### config.mk
export PLATFORM = sky130hd
export DESIGN_NAME = ad9866_spi_sched
export DESIGN_NICKNAME = d
export VERILOG_FILES = /design/src/rtl/ad9866_spi_sched.sv
export SDC_FILE = /design/constraint.sdc
export NUM_CORES = 1
export LEC_CHECK = 0
export ABC_AREA = 1
export BUFFER_PORTS_ARGS = -buffer_cell sky130_fd_sc_hd__buf_2
export CAP_MARGIN = 20
export CORE_MARGIN = 1.5
export CORE_UTILIZATION = 50
export DETAILED_ROUTE_END_ITERATION = 8
export PLACE_DENSITY = 0.74
export SYNTH_ARGS = -nofsm -noshare
export SYNTH_HDL_FRONTEND = slang
export SYNTH_SLANG_ARGS = --single-unit
### constraint.sdc
create_clock -name i_clk -period 2.3 [get_ports i_clk]
set_input_delay 0.23 -clock i_clk [delete_from_list [all_inputs] [get_ports i_clk]]
set_output_delay 0.23 -clock i_clk [all_outputs]
set_load 0.03 [all_outputs]
### src/rtl/ad9866_spi_sched.sv
// ad9866_spi_sched: arbitrates coalesced RX/TX gain writes and a one-entry host write
// onto the AD9866 SPI engine through a start/busy handshake.
module ad9866_spi_sched #(
    parameter int         GAP_CYCLES   = 4,
    parameter int         ACK_TIMEOUT  = 8,
    parameter logic [4:0] RX_GAIN_ADDR = 5'h09,
    parameter logic [4:0] TX_GAIN_ADDR = 5'h0A
) (
    input  logic        i_clk,
    input  logic        i_reset,
    input  logic        i_init_done,
    input  logic        i_ptt,
    input  logic [5:0]  i_rx_gain,
    input  logic [5:0]  i_tx_gain,
    input  logic        i_cmd_valid,
    input  logic [4:0]  i_cmd_addr,
    input  logic [7:0]  i_cmd_data,
    output logic        o_cmd_ready,
    output logic        o_spi_start,
    output logic [15:0] o_spi_word,
    input  logic        i_spi_busy,
    output logic        o_err_timeout,
    output logic        o_idle
);
    typedef enum logic [2:0] {S_IDLE, S_ISSUE, S_WAIT_ACK, S_WAIT_DONE, S_GAP} state_t;
    typedef enum logic [1:0] {W_RX, W_TX, W_HOST} win_t;
    localparam int CMAX = GAP_CYCLES > ACK_TIMEOUT ? GAP_CYCLES : ACK_TIMEOUT;
    localparam int CW   = $clog2(CMAX) + 1;

    state_t        r_state, w_next;
    win_t          r_win, w_win;
    logic [CW-1:0] r_cnt;
    logic          r_rx_pend, r_tx_pend, r_hvalid, r_last_host, r_err;
    logic [5:0]    r_rx_sh, r_tx_sh;
    logic [4:0]    r_haddr;
    logic [7:0]    r_hdata;
    logic [15:0]   r_word;
    logic          w_gain_any, w_go, w_timeout, w_gap_last, w_take_rx, w_take_tx;

    assign w_gain_any = r_rx_pend | r_tx_pend;
    assign w_go       = r_state == S_IDLE && i_init_done && (r_hvalid || w_gain_any);
    // host yields to pending gain writes right after it has won once
    assign w_win      = (r_hvalid && (!r_last_host || !w_gain_any)) ? W_HOST :
                        i_ptt ? (r_tx_pend ? W_TX : W_RX) : (r_rx_pend ? W_RX : W_TX);
    assign w_timeout  = r_state == S_WAIT_ACK && !i_spi_busy && r_cnt == CW'(ACK_TIMEOUT - 1);
    assign w_gap_last = r_cnt == CW'(GAP_CYCLES - 1);
    assign w_take_rx  = w_go && w_win == W_RX;
    assign w_take_tx  = w_go && w_win == W_TX;

    assign o_cmd_ready   = !r_hvalid;
    assign o_spi_start   = r_state == S_ISSUE;
    assign o_spi_word    = r_word;
    assign o_err_timeout = r_err;
    assign o_idle        = r_state == S_IDLE && !r_hvalid && !w_gain_any;

    always_ff @(posedge i_clk or posedge i_reset) begin
        if (i_reset) r_state <= S_IDLE;
        else         r_state <= w_next;
    end

    always_comb begin
        w_next = r_state;
        case (r_state)
            S_IDLE:      w_next = w_go ? S_ISSUE : S_IDLE;
            S_ISSUE:     w_next = S_WAIT_ACK;
            S_WAIT_ACK:  w_next = i_spi_busy ? S_WAIT_DONE : (w_timeout ? S_GAP : S_WAIT_ACK);
            S_WAIT_DONE: w_next = i_spi_busy ? S_WAIT_DONE : S_GAP;
            S_GAP:       w_next = w_gap_last ? S_IDLE : S_GAP;
            default:     w_next = S_IDLE;
        endcase
    end

    always_ff @(posedge i_clk or posedge i_reset) begin
        if (i_reset) begin
            r_cnt       <= '0;
            r_win       <= W_RX;
            r_rx_pend   <= 1'b1;
            r_tx_pend   <= 1'b1;
            r_rx_sh     <= '0;
            r_tx_sh     <= '0;
            r_hvalid    <= 1'b0;
            r_haddr     <= '0;
            r_hdata     <= '0;
            r_last_host <= 1'b0;
            r_err       <= 1'b0;
            r_word      <= '0;
        end else begin
            r_cnt <= (w_next != r_state) ? '0 : r_cnt + 1'b1;
            if (w_go) begin
                r_win       <= w_win;
                r_last_host <= w_win == W_HOST;
                r_word      <= w_win == W_HOST ? {3'b000, r_haddr, r_hdata} :
                               w_win == W_TX   ? {3'b000, TX_GAIN_ADDR, 2'b01, i_tx_gain} :
                                                 {3'b000, RX_GAIN_ADDR, 2'b01, i_rx_gain};
            end
            // a timed-out gain write is re-armed so it gets retried
            r_rx_pend <= w_take_rx ? 1'b0 :
                         r_rx_pend || i_rx_gain != r_rx_sh || (w_timeout && r_win == W_RX);
            r_tx_pend <= w_take_tx ? 1'b0 :
                         r_tx_pend || i_tx_gain != r_tx_sh || (w_timeout && r_win == W_TX);
            if (w_take_rx) r_rx_sh <= i_rx_gain;
            if (w_take_tx) r_tx_sh <= i_tx_gain;
            r_hvalid <= (w_go && w_win == W_HOST) ? 1'b0 : r_hvalid | i_cmd_valid;
            if (i_cmd_valid && !r_hvalid) begin
                r_haddr <= i_cmd_addr;
                r_hdata <= i_cmd_data;
            end
            r_err <= r_err | w_timeout;
        end
    end
endmodule

==> results.toml, run 1 <==
[setup_path]
worst-r2r-cell-count = 7
start_kind = "register"
reg2reg_to = "o_spi_word[3]"
cp.required_ns = 2.54
rrSetupSlack_ns = 0.53
crit_path_max_fanout = 17
r2r_start = "r_rx_pend"
crit_arrival_ns = 2.00
crit_path_end_kind = "register"
path_class = "reg -> reg"

[clock_network]
clock-sinks = 52
htree_num_levels = 2
clk_latency_ns = 0.31
cts_hold_buf = 1
clockRootBuffer = "clkbuf_8"
cts_buffers = 5
cts_resized = 0
clk_pin_slew_ns = 0.09
post_cts_buffers = 0
cts_max_path_buffers = 2
cts_tree = "yes"

[run_status]
status = "finished clean"

[route]
routed_wirelength_um = 4642
drt-initial-drc-count = 97
detail-route-antenna-nets = 0
drc = 0
firstDrtPassIters = 6
via_count = 1832
viasPerCell = 5.161
routedWlPerCell_um = 13.08

[timing]
hold_viol_final = 0
period_share_pct = 76.84
slew_viol_final = 0
max-slew-margin-rel_pct = 64.36
max_freq_mhz = 565.8
rsz0062_at_grt = "false"
tns_ns = 0
finalClockSkew_ns = 0.009402
tightest_slew_ns = 0.5333
post-route-min-period_ns = 1.767
setup_viol = 0

[finish]
syn_to_final_growth_pct = 17.57
mostFrequentLayoutCells = "nand2_1 (69), dfrtp_1 (50), buf_2 (47)"
drive_gt1_share_pct = 27.72
finalNetCount = 334
antenna_cells = 0
layout_commonest_cell = "nand2_1"
fillers = 404

[logic_synthesis]
syn_area_um2 = 2350
netlist.area_leader.share_pct = 53.25
synth_top_area_cell = "dfrtp_1"
synthDistinctLibCells = 31
syn_area_per_cell_um2 = 9.437
netlist_instances = 249
synth-seq-area-share_pct = 55.48
ys_ff_latch = 52
yosys_warnings = 0
synth_area_leaders = "dfrtp_1 (53%), nand2_1 (11%), mux2_2 (6.2%)"

[place]
port_buffers = 47
hpwlAfterDp_um = 3557
place_congestion = 0.8278

[flow_run]
drv_cap = 0

[power_and_ir_drop]
seqPwrFrac_pct = 44.3
power_density_nw_per_um2 = 1255
p_leak_uw = 0.001427
finalPower_uw = 3467
p_comb_share_pct = 38.0
p_switching_uw = 1337
power.share.clock_pct = 17.7
internal_power_uw = 2131
swShare_pct = 38.55
ir_worst_vdd_v = 0.0007049

[worst_hold_path]
hp-class = "in -> reg"
min_path_cells = 2
hold_path.startpoint = "i_cmd_data[2]"
min_to = "r_hdata[2]"

[global_route]
track_usage_pct = 19.97
grt_max_degree = 31
grt_pass1_wl_um = 7914
grt_pass1_vias = 1813
grt_antenna_before_repair = 0
overflow = 0

[floorplanning]
start_util_pct = 52.87
pin_count = 51
coreArea_um2 = 4444
dieArea_um2 = 5119
rows = 24
die_w_um = 71.55
die_height_um = 71.55
-- worst max-delay path by stage --
stage | slack (ns) | end | start
2_1_floorplan | 0.61 | r_cnt[2] | r_state[2]
6_report | 0.53 | o_spi_word[3] | r_rx_pend
3_5_place_dp | 0.54 | o_spi_word[3] | r_rx_pend
4_1_cts | 0.51 | o_spi_word[3] | r_tx_pend
3_3_place_gp | 0.62 | o_spi_word[3] | r_rx_pend
5_1_grt | 0.38 | o_spi_word[3] | r_rx_pend
-- cells by family (layout without fill, tap and decap cells) --
family	Yosys count	after routing	synth area share (%)
adders and majority gates	1	1	0.5324
muxes	13	13	6.230
DFF	52	52	55.48
AOI/OAI and AO/OA	22	22	5.804
xor gates and xnor gates	4	4	1.491
and+or+nand+nor	122	122	24.12
other	1	3	0.1596
buffers and inverters	34	86	6.177
-- routing by layer --
layer / up-vias / global-route usage, % / part of all wire, % / wire [um]
met3: 6 / 4.782 / 5.1 / 235
met4: 0 / 6.289 / 1.5 / 71
li1: 914 / - / - / -
met1: 872 / 26.95 / 47 / 2180
met2: 40 / 32.29 / 46 / 2154
met5: - / 0 / 0 / 0
-- layout make-up --
class                   count  area (um^2)  area share [%]
multi-input cells         165        908.4           32.88
clock inverters             2        35.03           1.268
repair buffers             50        272.8           9.873
well taps                  52        65.06           2.355
inverters                  28        105.1           3.804
flip-flops and latches     52         1304           47.19
clock buffers               6        72.57           2.627
-- synthesized netlist by cell type (all sizes together) --
cell,number
xnor2,3
o22a,2
conb,1
or2,3
a22o,3
dfrtp,50
and2,1
dfstp,2
buf,6
nand4,11
o21ai,10
nand2,70
nand3,11
xor2,1
nor3,8
o22ai,4
nand3b,1
o211ai,1
mux2,13
a21oi,2
inv,28
ha,1
nor2,17
-- sequential cells by signal, indices dropped and copies added, names as in the netlist --
| signal | flops |
|---|---|
| r_rx_pend | 1 |
| o_err_timeout | 1 |
| r_haddr | 5 |
| r_win | 2 |
| r_tx_sh | 6 |
| o_spi_word | 13 |
| r_hvalid | 1 |
| r_cnt | 4 |
| r_tx_pend | 1 |
| r_rx_sh | 6 |
| r_last_host | 1 |
| r_hdata | 8 |
| r_state | 3 |
-- critical path, stage by stage, from the launching register on --
cell     delay [ns]
dfstp_2        0.56
nor2_1         0.06
nand2_1        0.12
nand3_4        0.24
nor2_2         0.32
buf_4          0.21
nand2_1        0.08
nand4_1        0.10
-- stage by stage --
| step | worst slack, ns | std cells | instance area [um^2] | hold WS [ns] | utilization, % |
|---|---|---|---|---|---|
| floorplan | 0.6080 | 251 | 2357 | 0.3653 | - |
| global placement | 0.6203 | 346 | 2645 | 0.2848 | 59.52 |
| detailed placement | 0.5396 | 346 | 2645 | 0.2866 | 59.52 |
| CTS | 0.5132 | 355 | 2763 | 0.1498 | 62.16 |
| global route | 0.3845 | 355 | 2763 | 0.1501 | 62.16 |
| finish | 0.5327 | 355 | 2763 | 0.1535 | 62.16 |
-- power groups by stage --
| stage | combinational (uW) | sequential, uW | clock [uW] |
|---|---|---|---|
| after floorplan | 842 | 1680 | 0 |
| after global placement | 1290 | 1550 | 0 |
| after detailed placement | 1330 | 1550 | 0 |
| after CTS | 1340 | 1530 | 621 |
| after global routing | 1470 | 1590 | 659 |
| final | 1320 | 1540 | 614 |
Power figures use the tool's default switching activity.
==> run 2: changes to the inputs <==
--- a/config.mk
+++ b/config.mk
@@ -9,9 +9,9 @@
 export BUFFER_PORTS_ARGS = -buffer_cell sky130_fd_sc_hd__buf_2
 export CAP_MARGIN = 20
 export CORE_MARGIN = 1.5
-export CORE_UTILIZATION = 50
+export CORE_UTILIZATION = 48
 export DETAILED_ROUTE_END_ITERATION = 8
-export PLACE_DENSITY = 0.74
+export PLACE_DENSITY = 0.75
 export SYNTH_ARGS = -nofsm -noshare
 export SYNTH_HDL_FRONTEND = slang
 export SYNTH_SLANG_ARGS = --single-unit
==> constraint.sdc (replaced) <==
create_clock -name i_clk -period 1.5 [get_ports i_clk]
set_input_delay 0.15 -clock i_clk [delete_from_list [all_inputs] [get_ports i_clk]]
set_output_delay 0.15 -clock i_clk [all_outputs]
set_load 0.03 [all_outputs]
==> results.toml, run 2 (synthesis gave the netlist of run 1 again) <==
[setup_path]
crit_arrival_ns = 1.34
slowest_delay_ns = 0.59
crit_family = "flip-flops"
crit_path_max_fanout = 3
crit_top_cell = "buf_4"
crit_path_end_kind = "output pin"
start_kind = "register"
worst-r2r-cell-count = 7
r2r_start = "r_rx_pend"
path_class = "reg -> out"
path_cells = "nor2_4, nand2_2, buf_4, nor3_2, buf_4"
timing.critical_path.buf_inv = 2
cp.required_ns = 1.35
slowest_stage = "dfstp_2"
reg2reg_to = "o_spi_word[5]"
rrSetupSlack_ns = 0.06

[finish]
mostFrequentLayoutCells = "nand2_1 (61), dfrtp_1 (50), buf_2 (45)"
layout_commonest_cell = "nand2_1"
drive_gt1_share_pct = 35.99
antenna_cells = 0
finalNetCount = 345
fin_util_pct = 62.52
syn_to_final_growth_pct = 25.67
largest_register_ffs = 13

[timing]
rsz0062_at_grt = "true"
max_freq_mhz = 670.1
period_share_pct = 99.49
finalClockSkew_ns = 0.006920
hold_viol_final = 0
setup_viol = 0
post-route-min-period_ns = 1.492
slew_viol_final = 0
whs_ns = 0.06713

[global_route]
overflow = 0
grt_busiest_layer = "met2"
grt_antenna_before_repair = 0
grt_max_degree = 53
globalRouteMet3Util_pct = 3.729
globalRouteMet2Util_pct = 32.21
grt_pass1_vias = 1830
track_usage_pct = 20.06
grt_pass1_wl_um = 8224
met1_usage_pct = 28.03

[floorplanning]
start_util_pct = 49.75
dieArea_um2 = 5324
rows = 25
pin_count = 51
die_height_um = 72.97
die_w_um = 72.97
coreArea_um2 = 4723

[place]
port_buffers = 47
hpwlAfterDp_um = 3632
place_congestion = 0.8199

[worst_hold_path]
hp-class = "in -> reg"
hold_path.startpoint = "i_cmd_addr[1]"
min_path_cells = 2
min_to = "r_haddr[1]"

[run_status]
status = "finished clean"

[route]
drc = 0
viasPerCell = 4.924
detail-route-antenna-nets = 0
drt-initial-drc-count = 85
firstDrtPassIters = 4
routed_wirelength_um = 4864
routedWlPerCell_um = 12.77
via_count = 1876

[clock_network]
clk_pin_slew_ns = 0.10
clock-sinks = 52
clk_latency_ns = 0.31
htree_num_levels = 2
cts_max_path_buffers = 2
clockRootBuffer = "clkbuf_8"
cts_tree = "yes"
cts_buffers = 5

[power_and_ir_drop]
p_leak_uw = 0.001494
finalPower_uw = 5497
ir_worst_vdd_v = 0.0009275
power_density_nw_per_um2 = 1862

[flow_run]
drv_cap = 0
run 2: cell types whose count changed in the layout (fill, tap and decap cells not counted), moves of 2 or more:
cell	previous run	this run
buf_4	1	10
nand2_1	69	61
nand2_2	1	7
o21ai_0	9	5
nor3_1	7	4
nor3_2	0	3
o21ai_2	0	3
buf_12	1	3
buf_2	47	45
buf_6	0	2
clkinvlp_4	0	2
nand2_4	0	2
run 2: stage by stage:
stage	setup slack (ns)	TNS [ns]	std cells	instance area (um^2)
5_1_grt	-0.04680	-0.09094	381	2953
3_5_place_dp	0.03613	0	370	2766
4_1_cts	-0.001997	-0.001997	379	2882
3_3_place_gp	0.09878	0	370	2766
6_report	0.007578	0	381	2953
2_1_floorplan	0.04254	0	251	2367
run 2: timing repair:
item	4_1_cts	5_1_grt
buffers inserted	0	2
gates resized for setup	6	21
hold buffers	1	0
endpoints found under the hold margin	50	0
pin swaps	1	1
gates cloned	0	0
setup endpoints to repair	1	27
run 2: area by class of cell:
cell class | instances | area [um^2]
Clock inverter | 3 | 23.77
Inverter | 28 | 105.1
Tap cell | 67 | 83.83
Sequential cell | 52 | 1304
Fill cell | 411 | 1770
Clock buffer | 5 | 68.82
Multi-Input combinational cell | 165 | 974.7
Timing Repair Buffer | 61 | 392.9
run 2: how the worst max path moves through the flow:
stage,startpoint,endpoint,slack [ns],cells after the start
2_1_floorplan,r_hvalid,o_spi_word[7],0.04,6
3_3_place_gp,r_rx_pend,r_tx_sh[1],0.1,7
3_5_place_dp,r_tx_pend,r_tx_sh[1],0.04,7
4_1_cts,r_tx_pend,o_idle,-0.002,5
5_1_grt,r_tx_pend,o_idle,-0.05,5
6_report,r_rx_pend,o_idle,0.008,5
run 2: per-layer routing:
layer / part of all wire [%] / routed length [um]
met3: 3.4 / 165
met5: 0 / 0
met1: 48 / 2349
met2: 47 / 2296
met4: 1.1 / 53
run 2: report_power, final:
part	internal, uW	leakage [uW]	switching [uW]
clock network	331	0.0000404	488
registers	2000	0.000640	356
logic	963	0.000813	1360
total	3290	0.00149	2200
==> run 3: changes to the inputs <==
--- a/config.mk
+++ b/config.mk
@@ -9,9 +9,10 @@
 export BUFFER_PORTS_ARGS = -buffer_cell sky130_fd_sc_hd__buf_2
 export CAP_MARGIN = 20
 export CORE_MARGIN = 1.5
-export CORE_UTILIZATION = 48
+export CORE_UTILIZATION = 50
+export CTS_BUF_LIST = sky130_fd_sc_hd__clkbuf_4 sky130_fd_sc_hd__clkbuf_8
 export DETAILED_ROUTE_END_ITERATION = 8
-export PLACE_DENSITY = 0.75
+export PLACE_DENSITY = 0.74
 export SYNTH_ARGS = -nofsm -noshare
 export SYNTH_HDL_FRONTEND = slang
 export SYNTH_SLANG_ARGS = --single-unit
==> constraint.sdc (replaced) <==
create_clock -name i_clk -period 1.92 [get_ports i_clk]
set_input_delay 0.192 -clock i_clk [delete_from_list [all_inputs] [get_ports i_clk]]
set_output_delay 0.192 -clock i_clk [all_outputs]
set_load 0.03 [all_outputs]
==> results.toml, run 3 (synthesis gave the netlist of run 1 again) <==
[run_status]
status = "finished, violations left"
violations = "DRC"

[floorplanning]
start_util_pct = 52.87
die_w_um = 71.55
die_height_um = 71.55
pin_count = 51
coreArea_um2 = 4444
rows = 24
dieArea_um2 = 5119

[timing]
max-slew-margin-rel_pct = 64.24
post-route-min-period_ns = 1.687
max_freq_mhz = 592.8
setup_viol = 0
slew_viol_final = 0
rsz0062_at_grt = "false"
tightest_slew_ns = 0.5308
finalClockSkew_ns = 0.006931
period_share_pct = 87.86
hold_viol_final = 0
tns_ns = 0

[power_and_ir_drop]
power_density_nw_per_um2 = 1505
ir_worst_vdd_v = 0.0006703
p_leak_uw = 0.001430

[setup_path]
path_cells = "nor2_1, nand2_1, nand3_4, nor3_4, inv_2, nand2_1, nand2_1"
slowest_delay_ns = 0.55
crit_top_cell = "nand2_1"
cp.required_ns = 2.12
path_class = "reg -> reg"
timing.critical_path.buf_inv = 1
crit_family = "simple AND/OR/NAND/NOR gates"
crit_arrival_ns = 1.89
slowest_stage = "dfstp_2"
crit_path_end_kind = "register"
start_kind = "register"
crit_path_max_fanout = 17

[flow_run]
drv_cap = 0

[place]
hpwlAfterDp_um = 3550
dp.cells = 346
port_buffers = 47
place_congestion = 0.8777

[finish]
syn_to_final_growth_pct = 17.73
largest_register_ffs = 13
fillers = 389
fin_cells = 355
mostFrequentLayoutCells = "nand2_1 (69), dfrtp_1 (50), buf_2 (47)"
antenna_cells = 0
drive_gt1_share_pct = 28.05
finalNetCount = 334
layout_commonest_cell = "nand2_1"
fin_util_pct = 62.25

[clock_network]
clock-sinks = 52
clockRootBuffer = "clkbuf_8"
htree_num_levels = 2
cts_buffers = 5
post_cts_buffers = 0
cts_tree = "yes"
cts_max_path_buffers = 2
clk_latency_ns = 0.30
clk_pin_slew_ns = 0.09

[global_route]
track_usage_pct = 19.78
grt_pass1_wl_um = 7831
overflow = 0
grt_pass1_vias = 1772
grt_max_degree = 33
grt_antenna_before_repair = 0

[route]
top_layer = "met4"
routed_wirelength_um = 4634
routedWlPerCell_um = 13.05
firstDrtPassIters = 6
drt-initial-drc-count = 117
dr_wl_met3_um = 263
wl_met2_um = 2206
wl_met1_um = 2077
drc = 2
detail-route-antenna-nets = 0
via_count = 1829
viasPerCell = 5.152

[worst_hold_path]
hp-class = "in -> reg"
[run 3: changes by cell type in the layout (fill, tap and decap cells not counted), sizes merged]
cell	change
buf	-11
clkinvlp	-2
bufinv	+1
clkbuf	+1
[run 3: what timing repair did]
| action | CTS | global route |
|---|---|---|
| hold buffers | 1 | 0 |
| endpoints found under the hold margin | 20 | 0 |
| resized for setup | 0 | 0 |
| setup endpoints to repair | 0 | 0 |
[run 3: where the power goes]
part | total (uW) | internal (uW) | switching, uW | leakage, uW
combinational | 1570 | 603 | 969 | 0.000732
sequential | 1850 | 1560 | 284 | 0.000640
clock | 744 | 401 | 343 | 0.0000586
[run 3: worst paths after layout]
check,startpoint,endpoint,slack (ns),depth (start not counted)
worst min register to register,o_err_timeout,o_err_timeout,0.47,1
max in group asynchronous,i_reset,r_rx_pend,0.89,4
worst min-delay path,i_cmd_addr[4],r_haddr[4],0.12,2
min in group asynchronous,i_reset,r_hdata[6],0.44,3
worst max-delay path,r_tx_pend,r_rx_sh[0],0.23,7
worst max register to register,r_tx_pend,r_rx_sh[0],0.23,7
[run 3: routing by layer]
layer / up-vias / track usage (%)
met5: - / 0
met2: 62 / 31.78
met1: 850 / 26.20
met3: 6 / 4.501
li1: 911 / -
met4: 0 / 8.176
[run 3: layout make-up]
class                           count  area, um^2  share of cell area (%)
Clock buffer                        6       76.32                   2.759
Clock inverter                      2       35.03                   1.266
Timing Repair Buffer               50       272.8                   9.860
Multi-Input combinational cell    165       908.4                   32.84
Sequential cell                    52        1304                   47.13
Inverter                           28       105.1                   3.799
Tap cell                           52       65.06                   2.352
[run 3: metrics by stage]
stage	worst slack, ns	hold WS (ns)	cell area, um^2	total power (uW)
floorplan	0.2280	0.3273	2357	3025
global placement	0.3119	0.2321	2645	3386
detailed placement	0.2494	0.2423	2645	3442
CTS	0.2327	0.1115	2766	4189
global route	0.04781	0.1065	2766	4477
finish	0.2331	0.1191	2766	4163
